$ cat src/rtl/gcd_seq_pkg.sv
// Shared types and defaults for the GCD job sequencer.
package gcd_seq_pkg;

    localparam int GCD_WIDTH_DEFAULT = 16;
    localparam int TIMEOUT_DEFAULT   = 1024;

    // Sequencer states; LAUNCH..FEED_B follow the core's start/A/B load order.
    typedef enum logic [2:0] {
        IDLE   = 3'd0,
        LAUNCH = 3'd1,
        FEED_A = 3'd2,
        FEED_B = 3'd3,
        WAIT   = 3'd4,
        CLEAR  = 3'd5,
        RESP   = 3'd6
    } state_t;

endpackage

$ cat src/rtl/gcd_seq_watchdog.sv
// Cycle counter that expires after LIMIT enabled cycles. Used by
// gcd_job_sequencer only when GCD_SEQ_TIMEOUT_EN is defined.
module gcd_seq_watchdog #(
    parameter int LIMIT = 1024
) (
    input  logic clk,
    input  logic rst_n,
    input  logic clr,
    input  logic en,
    output logic expire
);

    localparam int CW = $clog2(LIMIT + 1);

    logic [CW-1:0] count;

    // Count enabled cycles; clear has priority and the count parks at expiry.
    always_ff @(posedge clk or negedge rst_n) begin
        if (!rst_n) begin
            count <= '0;
        end else if (clr) begin
            count <= '0;
        end else if (en && !expire) begin
            count <= count + 1'b1;
        end
    end

    // count holds the cycles already spent, so the LIMIT-th cycle is when count==LIMIT-1.
    assign expire = en && (count == CW'(LIMIT - 1));

endmodule

$ cat src/rtl/gcd_job_sequencer.sv
// Front end for the GCD core: accepts (A,B) jobs, feeds the core in its
// start / A / B order, waits for done, clears the core and returns the result.
// Optional feature macro: GCD_SEQ_TIMEOUT_EN adds a WAIT-state watchdog that
// aborts a job with out_err=1 after TIMEOUT_CYCLES cycles.
module gcd_job_sequencer
    import gcd_seq_pkg::*;
#(
    parameter int WIDTH          = GCD_WIDTH_DEFAULT,
    parameter int TIMEOUT_CYCLES = TIMEOUT_DEFAULT
) (
    input  logic             clk,
    input  logic             rst_n,
    input  logic             in_valid,
    output logic             in_ready,
    input  logic [WIDTH-1:0] in_a,
    input  logic [WIDTH-1:0] in_b,
    output logic             core_start,
    output logic [WIDTH-1:0] core_data,
    output logic             core_clr,
    input  logic             core_done,
    input  logic [WIDTH-1:0] core_result,
    output logic             out_valid,
    input  logic             out_ready,
    output logic [WIDTH-1:0] out_gcd,
    output logic             out_err,
    output logic             busy
);

    state_t           state, state_next;
    logic [WIDTH-1:0] a_q, b_q, a_next, b_next;
    logic [WIDTH-1:0] gcd_next, core_data_next;
    logic             err_q, err_next;
    logic             wd_expire;

`ifdef GCD_SEQ_TIMEOUT_EN
    gcd_seq_watchdog #(
        .LIMIT (TIMEOUT_CYCLES)
    ) u_watchdog (
        .clk    (clk),
        .rst_n  (rst_n),
        .clr    (state != WAIT),
        .en     (state == WAIT),
        .expire (wd_expire)
    );
    assign out_err = err_q;
`else
    // Without the watchdog the limit is not needed; this keeps the parameter referenced.
    logic unused_timeout;
    assign unused_timeout = (TIMEOUT_CYCLES > 0);
    assign wd_expire      = 1'b0;
    assign out_err        = 1'b0;
`endif

    // Next-state, operand latch and result capture.
    always_comb begin
        // NOTE: every variable gets a default first so no path leaves it unassigned (no latch).
        state_next = state;
        a_next     = a_q;
        b_next     = b_q;
        gcd_next   = out_gcd;
        err_next   = err_q;
        unique case (state)
            IDLE: begin
                if (in_valid) begin
                    a_next = in_a;
                    b_next = in_b;
                    if (in_a == '0 || in_b == '0) begin
                        // gcd(x,0)=x and gcd(0,0)=0 without launching the core.
                        gcd_next   = in_a | in_b;
                        err_next   = 1'b0;
                        state_next = RESP;
                    end else begin
                        state_next = LAUNCH;
                    end
                end
            end
            LAUNCH: state_next = FEED_A;
            FEED_A: state_next = FEED_B;
            FEED_B: state_next = WAIT;
            WAIT: begin
                if (core_done) begin
                    gcd_next   = core_result;
                    state_next = CLEAR;
                end else if (wd_expire) begin
                    gcd_next   = '0;
                    err_next   = 1'b1;
                    state_next = CLEAR;
                end
            end
            CLEAR: state_next = RESP;
            RESP: begin
                if (out_ready) begin
                    err_next   = 1'b0;
                    state_next = IDLE;
                end
            end
            default: state_next = IDLE;
        endcase
    end

    // Data bus value for the upcoming state so core_data can be registered.
    always_comb begin
        core_data_next = core_data;
        case (state_next)
            LAUNCH, FEED_A: core_data_next = a_next;
            FEED_B, WAIT:   core_data_next = b_next;
            default:        core_data_next = core_data;
        endcase
    end

    // State and registered outputs, all decoded from the next state.
    always_ff @(posedge clk or negedge rst_n) begin
        if (!rst_n) begin
            state      <= IDLE;
            a_q        <= '0;
            b_q        <= '0;
            in_ready   <= 1'b1;
            core_start <= 1'b0;
            core_data  <= '0;
            core_clr   <= 1'b1;
            out_valid  <= 1'b0;
            out_gcd    <= '0;
            err_q      <= 1'b0;
            busy       <= 1'b0;
        end else begin
            // NOTE: non-blocking assignments so every register samples pre-edge values.
            state      <= state_next;
            a_q        <= a_next;
            b_q        <= b_next;
            in_ready   <= (state_next == IDLE);
            core_start <= (state_next == LAUNCH);
            core_data  <= core_data_next;
            core_clr   <= (state_next == CLEAR);
            out_valid  <= (state_next == RESP);
            out_gcd    <= gcd_next;
            err_q      <= err_next;
            busy       <= (state_next != IDLE);
        end
    end

endmodule
$ cat config.mk
export PLATFORM = sky130hd
export DESIGN_NAME = gcd_job_sequencer
export DESIGN_NICKNAME = d
export VERILOG_FILES = /design/src/rtl/gcd_seq_pkg.sv /design/src/rtl/gcd_seq_watchdog.sv /design/src/rtl/gcd_job_sequencer.sv
export SDC_FILE = /design/constraint.sdc
export NUM_CORES = 1
export LEC_CHECK = 0
export ABC_AREA = 1
export CORE_ASPECT_RATIO = 0.5
export CORE_MARGIN = 2
export CORE_UTILIZATION = 53
export DETAILED_ROUTE_END_ITERATION = 7
export PLACE_DENSITY = 0.94
export REMOVE_ABC_BUFFERS = 1
export SYNTH_ARGS = -nofsm -noshare
export SYNTH_HDL_FRONTEND = slang
export SYNTH_SLANG_ARGS = --single-unit
$ cat constraint.sdc
create_clock -name clk -period 4.2 [get_ports clk]
set_input_delay 0.84 -clock clk [delete_from_list [all_inputs] [get_ports clk]]
set_output_delay 0.84 -clock clk [all_outputs]
set_load 0.1 [all_outputs]
==> results, run 1 <==
- The run finished, with violations left.
- The final reports fail on DRC.
- Using the TritonRoute via totals, the vias-per-cell ratio works out to around 5.9.
- The iteration count of the initial detailed-routing pass is 8.
- The signal on the critical path passes through clkdlybuf4s50_1, nor2_1, nand2_1, nor2_1, nand2_1, nand3_4, nand2_4, nor2_2, nand2_4, nand2_1, nand2_1, nand2_1, nand2_1.
- Counting along the longest clock path gives a buffer depth of 2.
- The count of yosys warnings during synthesis is 0.
- The final route contains approximately 3,600 vias.
- The number of hold violations in the final report is 0.
- For the finished layout, the period the worst path requires is 2.915 ns.
- During I/O placement, the number of pins put on the boundary was roughly 90.
- In the final layout, the share of cells above drive strength 1 is 0.1293.
- The count of clock tree sinks is 72.
- The average detailed-routed wire length per instance is about 18 µm.
- The number of placement rows is 20.
- TritonCTS built the clock tree.
- The initial antenna violation count came to 0.
- The worst setup path is captured at a flop.
- CTS built an H-tree with a depth of 3.
- The synthesis-stage register bit count is around 70.
- The signed area change from the synthesized netlist to the final layout is 37.15%.
- The topmost layer with routed signal wires is met4.
- The final antenna-violating net count is 0.
- The starting utilization of the core area is 0.5627.
- The first global-routing pass estimated 18,070 µm of wire.
- The met3 wirelength from detailed routing is ~1500 µm.
- The count of mapped cells out of synthesis is between 400 and 500.
- The estimated wirelength of the detail-placed design is 6475 µm.
- The die area is around 7300 µm².
- The total DRC errors in the routed layout is 2.
- Data on the critical path is required at its endpoint by 4.41 ns.
- The number of buffer and inverter stages on the critical path is 1.
- For this block, the routed nets add up to about 11,000 µm of wire.
- The CTS buffer count is 9.
- For the worst-skew pair, the clock arrives at the later sink with an insertion delay of approximately 0.33 ns.
- The cell area after technology mapping is between 3000 and 4000 µm².
- The peak clock frequency supported by timing is roughly 0.34 GHz.
- The share of the Yosys chip area taken by registers is 0.5146.
- The number of gates given a new drive strength after cts is 0.
- The number of port buffers is just under 90.
- The mean area per synthesized cell is between 8 and 9 µm².
- The relative max-transition margin is 0.3380.
- Detailed routing placed a total of a little under 5000 µm of wire on met2.
- The critical path is of the input port to flop type.
- Counting distinct cell types in the post-synthesis netlist gives 28.
- Of the available clock period, the critical path in the final layout requires 0.6941.
- The via count of the first global-routing pass is 3,450.
- The kind of cell with the highest combined delay along the critical path is simple AND/OR/NAND/NOR gates.
- The startpoint kind of the worst setup timing path is an input port.
- The total overflow left after global routing is 0.
- The number of max-cap violations is 0.
- In this run the clock root is driven by a sky130_fd_sc_hd__clkbuf_16.
- The number of slew-limit violations in the final report is 0.
- The transition time of the tightest slew-check pin is around 0.99 ns.
- Setup violations remaining at the end of the flow were counted as 0.
- The core region area is around 6200 µm².
- In the global route stage, overall resource usage came out at 0.3287.
- The routed length on met1 is 4236 µm.
- Setup repair after global routing left no endpoint under its margin.
- The layout net count is roughly 580.
- The cell at the slowest stage of the critical path is sky130_fd_sc_hd__clkdlybuf4s50_1.
- The cell repeated most along the worst path is sky130_fd_sc_hd__nand2_1.
- At the end of routability-driven placement, the weighted congestion stood at slightly above 0.9.
- The clock input transition at the sequential cells of the worst setup and hold paths is approximately 0.05 ns.
- The worst min-delay path class is flop to flop.
- The maximum fanout count along the critical path is 18.
- Data arrives at the worst endpoint at around 3.1 ns.
- The summed negative setup slack over all endpoints is 0 ns.
- The largest single stage delay on the critical path is between 0.4 and 0.5 ns.
- The maximum number of pins on one net before global-route repair is 39.
- For the final database, setup skew stands at about 0.0043 ns.
- The die boundary height is a little over 60 µm.
- The die is about 120 µm wide.
- The number of hold buffers added after cts is 0.
- The iteration-0 DRC count of the detailed router is between 600 and 700.
- The post-CTS setup-driven buffer insertion count is 0.
- The number of diodes is 0.
==> cells in the mapped netlist <==
library cell,count,area [µm²]
sky130_fd_sc_hd__nor3b_1,1,7.510
sky130_fd_sc_hd__o21ai_0,64,320.3
sky130_fd_sc_hd__nand2_1,99,371.6
sky130_fd_sc_hd__nand2_2,2,12.51
sky130_fd_sc_hd__nand4_1,1,6.260
sky130_fd_sc_hd__or2_2,32,200.2
sky130_fd_sc_hd__nor2_1,23,86.33
sky130_fd_sc_hd__nand3_4,2,35.03
sky130_fd_sc_hd__a21oi_1,2,10.01
sky130_fd_sc_hd__clkinv_2,1,5.000
sky130_fd_sc_hd__inv_4,1,6.260
sky130_fd_sc_hd__buf_2,2,10.01
sky130_fd_sc_hd__o211ai_1,8,60.06
sky130_fd_sc_hd__inv_1,56,210.2
sky130_fd_sc_hd__buf_6,1,11.26
sky130_fd_sc_hd__dfrtp_1,70,1752
sky130_fd_sc_hd__buf_4,1,7.510
sky130_fd_sc_hd__nand3_2,1,10.01
sky130_fd_sc_hd__nor2_4,1,11.26
sky130_fd_sc_hd__dfstp_2,2,52.55
sky130_fd_sc_hd__clkbuf_1,14,52.55
sky130_fd_sc_hd__nor2_2,1,6.260
sky130_fd_sc_hd__o21ai_1,2,10.01
sky130_fd_sc_hd__inv_2,1,3.750
sky130_fd_sc_hd__o22ai_1,1,6.260
sky130_fd_sc_hd__conb_1,1,3.750
sky130_fd_sc_hd__nand2_4,2,22.52
sky130_fd_sc_hd__nand3_1,43,215.2
==> tightest hold or removal path: stages, from the launching register on <==
cell,delay (ns)
sky130_fd_sc_hd__dfrtp_1,0.34
sky130_fd_sc_hd__nand2_1,0.05
sky130_fd_sc_hd__nand2_1,0.06
==> final cells by class <==
| cell class | instances | area (µm²) |
|---|---|---|
| multi-input combinational | 286 | 1401 |
| clock inverter | 5 | 105.1 |
| inverter | 59 | 225.2 |
| timing repair buffer | 94 | 923.4 |
| sequential | 72 | 1804 |
| fill | 339 | 1423 |
| tap | 88 | 110.1 |
| clock buffer | 10 | 239.0 |
==> worst paths after layout <==
path / to / cells after the start / startpoint / slack [ns]
max: core_data[7]$_DFFE_PN0P_ / 13 / in_b[7] / 1.28
min: core_data[6]$_DFFE_PN0P_ / 2 / core_data[6]$_DFFE_PN0P_ / 0.48
max reg2reg: core_data[7]$_DFFE_PN0P_ / 10 / state[1]$_DFF_PN0_ / 1.58
min reg2reg: core_data[6]$_DFFE_PN0P_ / 2 / core_data[6]$_DFFE_PN0P_ / 0.48
max in group asynchronous: core_clr$_DFF_PN1_ / 2 / rst_n / 2.60
min in group asynchronous: b_q[1]$_DFF_PN0_ / 1 / rst_n / 0.58
==> logic make-up after synthesis <==
logic type	count (synthesis)	synth area share
and+or+nand+nor	208	0.2809
AOI/OAI and AO/OA	77	0.1160
other	1	0.001070
DFF	72	0.5146
buffers and inverters	77	0.08744
==> stage by stage <==
step / util / std cells / setup slack [ns] / instance area [µm²] / hold WS, ns
final: 0.7717 / 614 / 1.285 / 4808 / 0.4786
after global routing: 0.7717 / 614 / 1.177 / 4808 / 0.4974
after CTS: 0.7717 / 614 / 1.380 / 4808 / 0.4795
after detailed placement: 0.7165 / 599 / 1.166 / 4464 / 0.4679
after global placement: 0.7165 / 599 / 1.233 / 4464 / 0.4648
after floorplan: - / 417 / 1.705 / 3425 / 0.5444
==> cell usage in the layout (no fill, tap or decap), drive strengths merged <==
cell type,netlist,final
clkinvlp,0,2
nor3b,1,1
bufinv,0,3
nand2,103,103
conb,1,1
clkdlybuf4s50,0,88
clkinv,1,1
clkbuf,14,10
o21ai,66,66
inv,58,58
nand4,1,1
o22ai,1,1
nand3,46,46
a21oi,2,2
or2,32,32
nor2,25,25
dfstp,2,2
o211ai,8,8
buf,4,6
dfrtp,70,70
==> sequential cells by signal, indices dropped and copies added, names as in the netlist <==
signal      cells
a_q            16
b_q            16
core_data      16
out_gcd        16
state           3
busy            1
core_clr        1
core_start      1
in_ready        1
out_valid       1
==> per-layer routing <==
| layer | vias up | track usage |
|---|---|---|
| met5 | - | 0 |
| met4 | 0 | 0.1446 |
| met3 | 90 | 0.1417 |
| met2 | 318 | 0.5279 |
| met1 | 1643 | 0.4004 |
| li1 | 1553 | - |
Power of run 1 is left out: the tool's default activity adds up to more than one toggle a clock period on the data nets, which glitch-free logic cannot reach.
==> inputs of run 2 (changes only) <==
- CORE_UTILIZATION: 53 -> 44
- PLACE_DENSITY: 0.94 -> 0.84
- clock period: 4.2 -> 2.55 ns (I/O delays scaled with it)
==> results, run 2 (same netlist as run 1, synthesis figures left out) <==
- The run finished with clean final reports.
- For this run the aggregate overflow at the end of global routing stands at 0.
- The transition time of the tightest slew-check pin is about 1.1 ns.
- The post-CTS setup-driven buffer insertion count is 0.
- The die area is 8741 µm².
- The maximum fanout count along the critical path is 9.
- The first global-routing pass estimated 15,460 µm of wire.
- The detailed router finished its first iteration with between 300 and 400 violations.
- The tree is rooted in a sky130_fd_sc_hd__clkbuf_16.
- The fraction of met1 tracks used by global routing is 0.3337.
- The iteration count of the initial detailed-routing pass is 5.
- The clock insertion delay at the later pin of the skew report is about 0.34 ns.
- The placed cell count is about 630.
- The core region area is 7515 µm².
- For this run, the top clock speed supported by timing is between 0.4 and 0.5 GHz.
- The most used routing layer in global routing is met2.
- Compared with the post-synthesis result, the final layout area differs by 34.76%.
- Leaving out fill and tap cells, the most frequent cells in the layout are 99 x sky130_fd_sc_hd__nand2_1, 70 x sky130_fd_sc_hd__dfrtp_1, 64 x sky130_fd_sc_hd__o21ai_0, 56 x sky130_fd_sc_hd__inv_1, 51 x sky130_fd_sc_hd__clkdlybuf4s50_1.
- Setup repair after global routing left no endpoint under its margin.
- The critical path endpoint category is a flop.
- The routability-driven placement congestion ratio is between 0.8 and 0.9.
- 91 I/O pins were placed.
- Setup violations remaining at the end of the flow were counted as 0.
- Dividing the detail-routed wire length by the instance count gives ~15 µm.
- In the final design database the tool counted 583 nets.
- The number of slew-limit violations in the final report is 0.
- The worst hold path belongs to the class input port to asynchronous set/reset pin.
- Entering global routing, the biggest net connects 73 pins.
- TritonCTS created 9 clock buffers.
- The category of the critical setup timing path is input port to flop.
- The most common library cell in the layout ignoring fill and taps is sky130_fd_sc_hd__nand2_1.
- The number of diodes is 0.
- The number of hold violations in the final report is 0.
- In the global route stage, overall resource usage came out at 0.2393.
- Subtracting the final worst setup slack from the clock period gives around 2.3 ns.
- The worst clock skew is 0.004693 ns.
- The worst pin sits at a relative slew slack of 0.2826.
- In this run the remaining antenna-violating nets after routing total 0.
- After detailed routing, the number of remaining DRC violations is 0.
- STA puts the critical path data required time at ~2.8 ns.
- The placed instances occupy a cell area of roughly 4500 µm².
- The global routing usage on met2 is 0.3645.
- The die boundary height is 67.12 µm.
- The overall via count from detail_route is between 3,000 and 4,000.
- TritonCTS built the clock tree.
- The via count of the first global-routing pass came to between 3,000 and 4,000.
- The worst setup path is launched from an input port.
- The number of hold buffers added after cts is 0.
- In the final layout, the share of cells above drive strength 1 is 0.2045.
- For this configuration, the core starts out at a cell density of 0.4665.
- Once the clock tree was built, the resizer swapped 0 gates to a different size.
- The clock input transition at the sequential cells of the worst setup and hold paths is about 0.05 ns.
- For the worst setup path, the data arrival time is ~2.6 ns.
- The share of the clock period used by the worst path is 0.9193.
- The width of the die is ~130 µm.
- The number of max-cap violations is 0.
- The number of placement rows is 22.
- Counting cells, the worst reg-to-reg path comes to 5.
- The initial antenna violation count came to 0.
- Summing all non-filler instances in the final layout gives an area of roughly 4700 µm².
- Adding up every negative setup slack in the final design gives 0 ns.
- The H-tree was split into 3 levels.
- The maximum clock insertion buffer count is 2.
- In the global route stage, met3 resource usage came out at 0.06506.
- The count of clock tree sinks is 72.
- The estimated wirelength of the detail-placed design is 6965 µm.
- After detailed routing, the number of vias per cell comes to 5.145.
- The number of port buffers is 89.
- For this block, the routed nets add up to between 9000 and 10,000 µm of wire.
- Excluding fillers, the count of instances in the completed layout stands at approximately 640.
## run 2: cell count changes in the layout (fill, tap and decap cells not counted)
cell | before | now
sky130_fd_sc_hd__buf_4 | 5 | 49
sky130_fd_sc_hd__clkdlybuf4s50_1 | 88 | 51
sky130_fd_sc_hd__bufinv_16 | 3 | 0
sky130_fd_sc_hd__clkbuf_1 | 0 | 3
sky130_fd_sc_hd__clkinvlp_4 | 2 | 0
sky130_fd_sc_hd__buf_12 | 0 | 1
sky130_fd_sc_hd__clkinv_2 | 1 | 2
## run 2: final timing paths
path                                       endpoint  slack (ns)                     start
setup / recovery           core_data[4]$_DFFE_PN0P_        0.21                  in_b[12]
hold / removal                     b_q[2]$_DFF_PN0_        0.18                     rst_n
setup reg to reg             out_gcd[0]$_DFFE_PN0P_        0.48        state[1]$_DFF_PN0_
hold reg to reg            core_data[7]$_DFFE_PN0P_        0.48  core_data[7]$_DFFE_PN0P_
max in group asynchronous        in_ready$_DFF_PN1_        2.00                     rst_n
min in group clk           core_data[7]$_DFFE_PN0P_        0.48  core_data[7]$_DFFE_PN0P_
## run 2: area by class of cell
class,count,area (µm²)
Fill cell,631,2790
Sequential cell,72,1804
Multi-Input combinational cell,286,1401
Timing Repair Buffer,102,903.4
Clock buffer,13,250.2
Inverter,59,225.2
Tap cell,108,135.1
Clock inverter,1,5.005
## run 2: stage by stage
stage / hold WS, ns / util / worst slack [ns]
global placement: 0.4681 / 0.5947 / -0.01363
floorplan: 0.2144 / - / 0.2126
CTS: 0.2155 / 0.6287 / 0.2532
detailed placement: 0.4709 / 0.5947 / -0.08668
finish: 0.1827 / 0.6287 / 0.2057
global route: 0.2386 / 0.6287 / 0.03970
## run 2: per-layer routing
| metal | share of wire | wire length, µm | up-vias |
|---|---|---|---|
| met3 | 0.077 | 745 | 16 |
| met2 | 0.45 | 4395 | 123 |
| met5 | 0 | 0 | - |
| met4 | 0.015 | 142 | 0 |
| li1 | - | - | 1569 |
| met1 | 0.45 | 4400 | 1590 |
## run 2: worst max-delay path, cell delays in order
cell and delay (ns):
sky130_fd_sc_hd__clkdlybuf4s50_1 0.47, sky130_fd_sc_hd__nor2_1 0.13, sky130_fd_sc_hd__nand2_1 0.08, sky130_fd_sc_hd__nor2_1 0.14, sky130_fd_sc_hd__nand2_1 0.15, sky130_fd_sc_hd__nand3_4 0.11, sky130_fd_sc_hd__nand2_4 0.07, sky130_fd_sc_hd__o21ai_1 0.56
sky130_fd_sc_hd__nand3_1 0.14, sky130_fd_sc_hd__nand3_1 0.13, sky130_fd_sc_hd__nand2_1 0.07
Power of run 2 is left out for the same reason.
==> inputs of run 3 (changes only) <==
- CORE_MARGIN: 2 -> default
- CTS_CLUSTER_DIAMETER: default -> 30
==> results, run 3 (same netlist as run 1, synthesis figures left out) <==
- The flow ran to the end, and the final reports show no timing, DRC or antenna violations.
- Setup repair after global routing left no endpoint under its margin.
- Traced cell by cell, the critical path runs through clkdlybuf4s50_1, nor2_1, nand2_1, nor2_1, nand2_1, nand3_4, nand2_4, o21ai_1, nand3_1, nand3_1, nand2_1.
- The number of port buffers is slightly below 90.
- Relative to the synthesized area, the layout overhead comes to 38.65%.
- After clock tree synthesis, the clock-pin slew on the worst setup and hold paths is 0.06 ns.
- Final hold analysis gives a worst-case slack of approximately 0.13 ns.
- The placement-stage worst setup slack is -0.08929 ns.
- The number of placement rows is 22.
- Buffers inserted during clock tree synthesis total 9.
- The share of the clock period used by the worst path is 0.9434.
- After detailed routing, the total wire length is around 10,000 µm.
- The mean number of vias per cell is between 5 and 6.
- The critical path endpoint category is a flop.
- The relative max-transition margin is 0.4984.
- The peak clock frequency supported by timing is roughly 0.42 GHz.
- The share of cells above drive strength 1 is 0.2257.
- The via count of the first global-routing pass came to approximately 3,300.
- The clock net in this run drives a total of 72 sinks.
- The iteration count of the initial detailed-routing pass is 5.
- The width of the die is about 130 µm.
- The transition time of the tightest slew-check pin is 0.7474 ns.
- The critical path required time is 2.77 ns.
- The cell at the slowest stage of the critical path is sky130_fd_sc_hd__o21ai_1.
- The placed instances occupy a cell area of 4532 µm².
- The estimated wirelength of the detail-placed design is approximately 7100 µm.
- The starting utilization of the core area is 0.4665.
- The final number of setup-violating endpoints is 0.
- The number of max-cap violations is 0.
- The worst min-delay path class is input port to asynchronous set/reset pin.
- The iteration-0 DRC count of the detailed router is approximately 350.
- The number of hold violations in the final report is 0.
- After detailed routing, the average wire length per cell comes to between 15 and 20 µm.
- The number of diodes is 0.
- The number of placed I/O pins is between 90 and 100.
- The later pin in the worst-skew pair is clocked with a latency of 0.34 ns.
- For the finished layout, the period the worst path requires is 2.406 ns.
- The kind of cell with the highest combined delay along the critical path is simple AND/OR/NAND/NOR gates.
- The initial antenna violation count came to 0.
- The startpoint kind of the worst setup timing path is an input port.
- The layout net count is approximately 590.
- The summed negative setup slack over all endpoints is 0 ns.
- The clock passes through at most 2 buffers.
- The arrival time of data at the critical path endpoint is 2.63 ns.
- The cell repeated most along the worst path is sky130_fd_sc_hd__nand2_1.
- The wire length of the first global-routing pass is between 15,000 and 20,000 µm.
- The library cells used most frequently in the layout, excluding fill and tap cells, are 99 x sky130_fd_sc_hd__nand2_1, 70 x sky130_fd_sc_hd__dfrtp_1, 64 x sky130_fd_sc_hd__o21ai_0, 60 x sky130_fd_sc_hd__buf_4, 56 x sky130_fd_sc_hd__inv_1.
- The tree is rooted in a sky130_fd_sc_hd__clkbuf_16.
- With fillers left out, the area of the finished cells amounts to roughly 5000 µm².
- The maximum number of pins on one net before global-route repair is 35.
- The depth of the CTS H-tree is 3.
- The routability-driven placement congestion ratio is roughly 0.85.
- TritonCTS built the clock tree.
- The die area is approximately 8400 µm².
- Once detail routing completed, the nets flagged for antenna violations numbered 0.
- Global routing finished with a remaining overflow of 0.
- The total global routing track utilization is 0.2645.
- The number of slew-limit violations in the final report is 0.
- The final worst slack is approximately 0.14 ns.
- The longest individual stage delay on the worst path is roughly 0.60 ns.
- The number of filler cells placed in the layout is 604.
- The total DRC errors in the routed layout is 0.
- The number of buffer and inverter stages on the critical path is 1.
- Measured along the y axis, the die boundary spans about 65 µm.
- The library cell used most frequently in the layout, excluding fill and tap cells, is sky130_fd_sc_hd__nand2_1.
- The worst clock skew is a little over 0.009 ns.
- The category of the critical setup timing path is input port to flop.
- The overall via count from detail_route is around 3,400.
- The maximum fanout count along the critical path is 9.
- The core region area is approximately 7500 µm².
[run 3: cell types whose count changed in the layout (fill, tap and decap cells not counted), moves of 2 or more]
cell	change
sky130_fd_sc_hd__clkinvlp_4	+2
sky130_fd_sc_hd__clkbuf_1	-2
sky130_fd_sc_hd__buf_4	+11
sky130_fd_sc_hd__bufinv_16	+2
[run 3: cell type report]
cell class,count,area (µm²),area share
Sequential cell,72,1804,0.3712
Multi-Input combinational cell,286,1409,0.2898
Timing Repair Buffer,112,965.9,0.1987
Clock inverter,6,92.59,0.01905
Clock buffer,10,229.0,0.04710
Inverter,59,225.2,0.04633
Tap cell,108,135.1,0.02780
[run 3: what timing repair did]
item,4_1_cts,5_1_grt
hold buffers,0,0
endpoints found under the setup margin,0,2
gates resized for setup,0,1
setup buffers,0,0
[run 3: through the flow]
| stage | std cells | utilization |
|---|---|---|
| 6_report | 653 | 0.6469 |
| 3_5_place_dp | 637 | 0.6031 |
| 3_3_place_gp | 637 | 0.6031 |
| 5_1_grt | 653 | 0.6469 |
| 2_1_floorplan | 417 | - |
| 4_1_cts | 653 | 0.6459 |
[run 3: worst paths after layout]
kind,from,endpoint,slack [ns],cells after the start
hold reg to reg,out_gcd[14]$_DFFE_PN0P_,out_gcd[14]$_DFFE_PN0P_,0.48,2
setup / recovery,in_b[8],core_data[8]$_DFFE_PN0P_,0.14,11
max in group asynchronous,rst_n,core_data[10]$_DFFE_PN0P_,1.60,2
min in group clk,out_gcd[14]$_DFFE_PN0P_,out_gcd[14]$_DFFE_PN0P_,0.48,2
hold / removal,rst_n,core_data[2]$_DFFE_PN0P_,0.13,1
setup reg to reg,state[1]$_DFF_PN0_,core_data[8]$_DFFE_PN0P_,0.36,9
[run 3: routing by layer]
metal / global-route usage / vias up / part of all wire
met2: 0.4311 / 177 / 0.48
met4: 0.09853 / 0 / 0.017
met1: 0.3524 / 1617 / 0.41
met3: 0.05456 / 20 / 0.095
li1: - / 1588 / -
met5: 0 / - / 0
Power of run 3 is left out for the same reason.
==> RTL change (settings of run 1) <==
Build with the macro `GCD_SEQ_TIMEOUT_EN` defined.
--- a/src/rtl/gcd_job_sequencer.sv
+++ b/src/rtl/gcd_job_sequencer.sv
@@ -2,6 +2,8 @@
 // start / A / B order, waits for done, clears the core and returns the result.
 // Optional feature macro: GCD_SEQ_TIMEOUT_EN adds a WAIT-state watchdog that
 // aborts a job with out_err=1 after TIMEOUT_CYCLES cycles.
+`define GCD_SEQ_TIMEOUT_EN
+
 module gcd_job_sequencer
     import gcd_seq_pkg::*;
 #(
Formal check against the unedited RTL: no difference found for any inputs over 10 cycles, from zero or initial values and one cycle with rst_n low; that may be too few to reach the edited logic, so the function may still have changed.
==> RTL change against run 1 <==
Worst setup slack got worse by 210 ps; critical path depth did not move; non-clock buffer count fell by 1; sequential cell count rose by 12; synthesized area rose by 16%; sequential share of layout area rose by 2.2 points; design area rose by 10%; routed wire length rose by 8.7%; maximum frequency fell by 6.6%; final cell count rose by 13%; highest routed layer unchanged.
Power is left out: the tool's default activity adds up to more than one toggle a clock period on the data nets, which glitch-free logic cannot reach.
==> RTL change: results (changes against run 1) <==
result of the run=finished clean (was finished with violations); top cells by count, synth=nand2_1 (112), dfrtp_1 (82), inv_1 (79) (was nand2_1 (99), dfrtp_1 (70), o21ai_0 (64)); Seq/total area=39.7% (was 37.5%); invs w/o clock=84 (was 59); Post-Syn Instances=510 (was 435); GRT met1 Usage=36.2% (was 40.0%); DP Worst Slack=1100 ps (was 1170 ps); Detailed Place HPWL=7360 um (was 6480 um); gpl congestion=0.858 (was 0.932); multi-input combinational area share=29.3% (was 29.1%); placed cell count=679 (was 599); overall routing resource usage=30.4% (was 32.9%); final wirelength=12200 um (was 11200 um); vias in the first global route=4051 (was 3450); Worst Hold End=u_watchdog.count[7]$_DFFE_PN0P_ (was core_data[6]$_DFFE_PN0P_); Data buffer area share=17.4% (was 19.2%); met2 Use GR=51.5% (was 52.8%); largest net degree at the start of global routing=85 (was 39); drt wl/cell=17.6 um (was 18.3 um); R2R depth=9 (was 10); design area=5300 um2 (was 4810 um2); worst skew pair latency=350 ps (was 330 ps); crit path from=in_b[6] (was in_b[7]); comb_multi_in=322 (was 286); Worst path max stage delay=510 ps (was 490 ps); worst-path fanout max=16 (was 18); layout cells sized above 1=6.35% (was 12.9%); CP endpoint=core_data[6]$_DFFE_PN0P_ (was core_data[7]$_DFFE_PN0P_); first-pass GRT wire length=19600 um (was 18100 um); R2R Setup Slk=1270 ps (was 1580 ps); crit path DAT=3400 ps (was 3120 ps); WHS=501 ps (was 479 ps); HP Start=u_watchdog.count[7]$_DFFE_PN0P_ (was core_data[6]$_DFFE_PN0P_); DRT iter0 DRCs=532 (was 640); TritonRoute pass-1 iters=6 (was 8); Layout clock area frac=5.38% (was 7.16%); flops & latches, synth=84 (was 72); Placed Area=5020 um2 (was 4460 um2); number of vias per cell=5.88 (was 5.87); FILL cells=473 (was 339); worst r2r src=state[0]$_DFF_PN0_ (was state[1]$_DFF_PN0_); Unique masters post-synth=33 (was 28); Signal buffers=93 (was 94)
-- RTL change: changes by cell type after synthesis, sizes merged, moves of 7 or more --
cell,run 1,this run
inv,58,84
nor3,0,7
o21ai,66,55
nand3,46,53
a31oi,0,18
nand2,103,116
dfrtp,70,82
nor2,25,52
or2,32,1
-- RTL change: kinds of logic (layout without fill, tap and decap cells) --
logic type | after synthesis | in the layout | synth area share, %
AO/OA/AOI/OAI | 87 | 87 | 12.1
buffers and inverters | 104 | 192 | 10.4
AND/OR/NAND/NOR | 233 | 233 | 25.5
adder cells (fa/ha/maj) | 1 | 1 | 0.306
XOR/XNOR | 1 | 1 | 0.215
flip-flops | 84 | 84 | 51.5
-- RTL change: routing by layer --
| metal | share of wire (%) | up-vias |
|---|---|---|
| li1 | - | 1792 |
| met1 | 38 | 1949 |
| met2 | 49 | 281 |
| met3 | 9.4 | 59 |
| met4 | 3.3 | 0 |
| met5 | 0 | - |
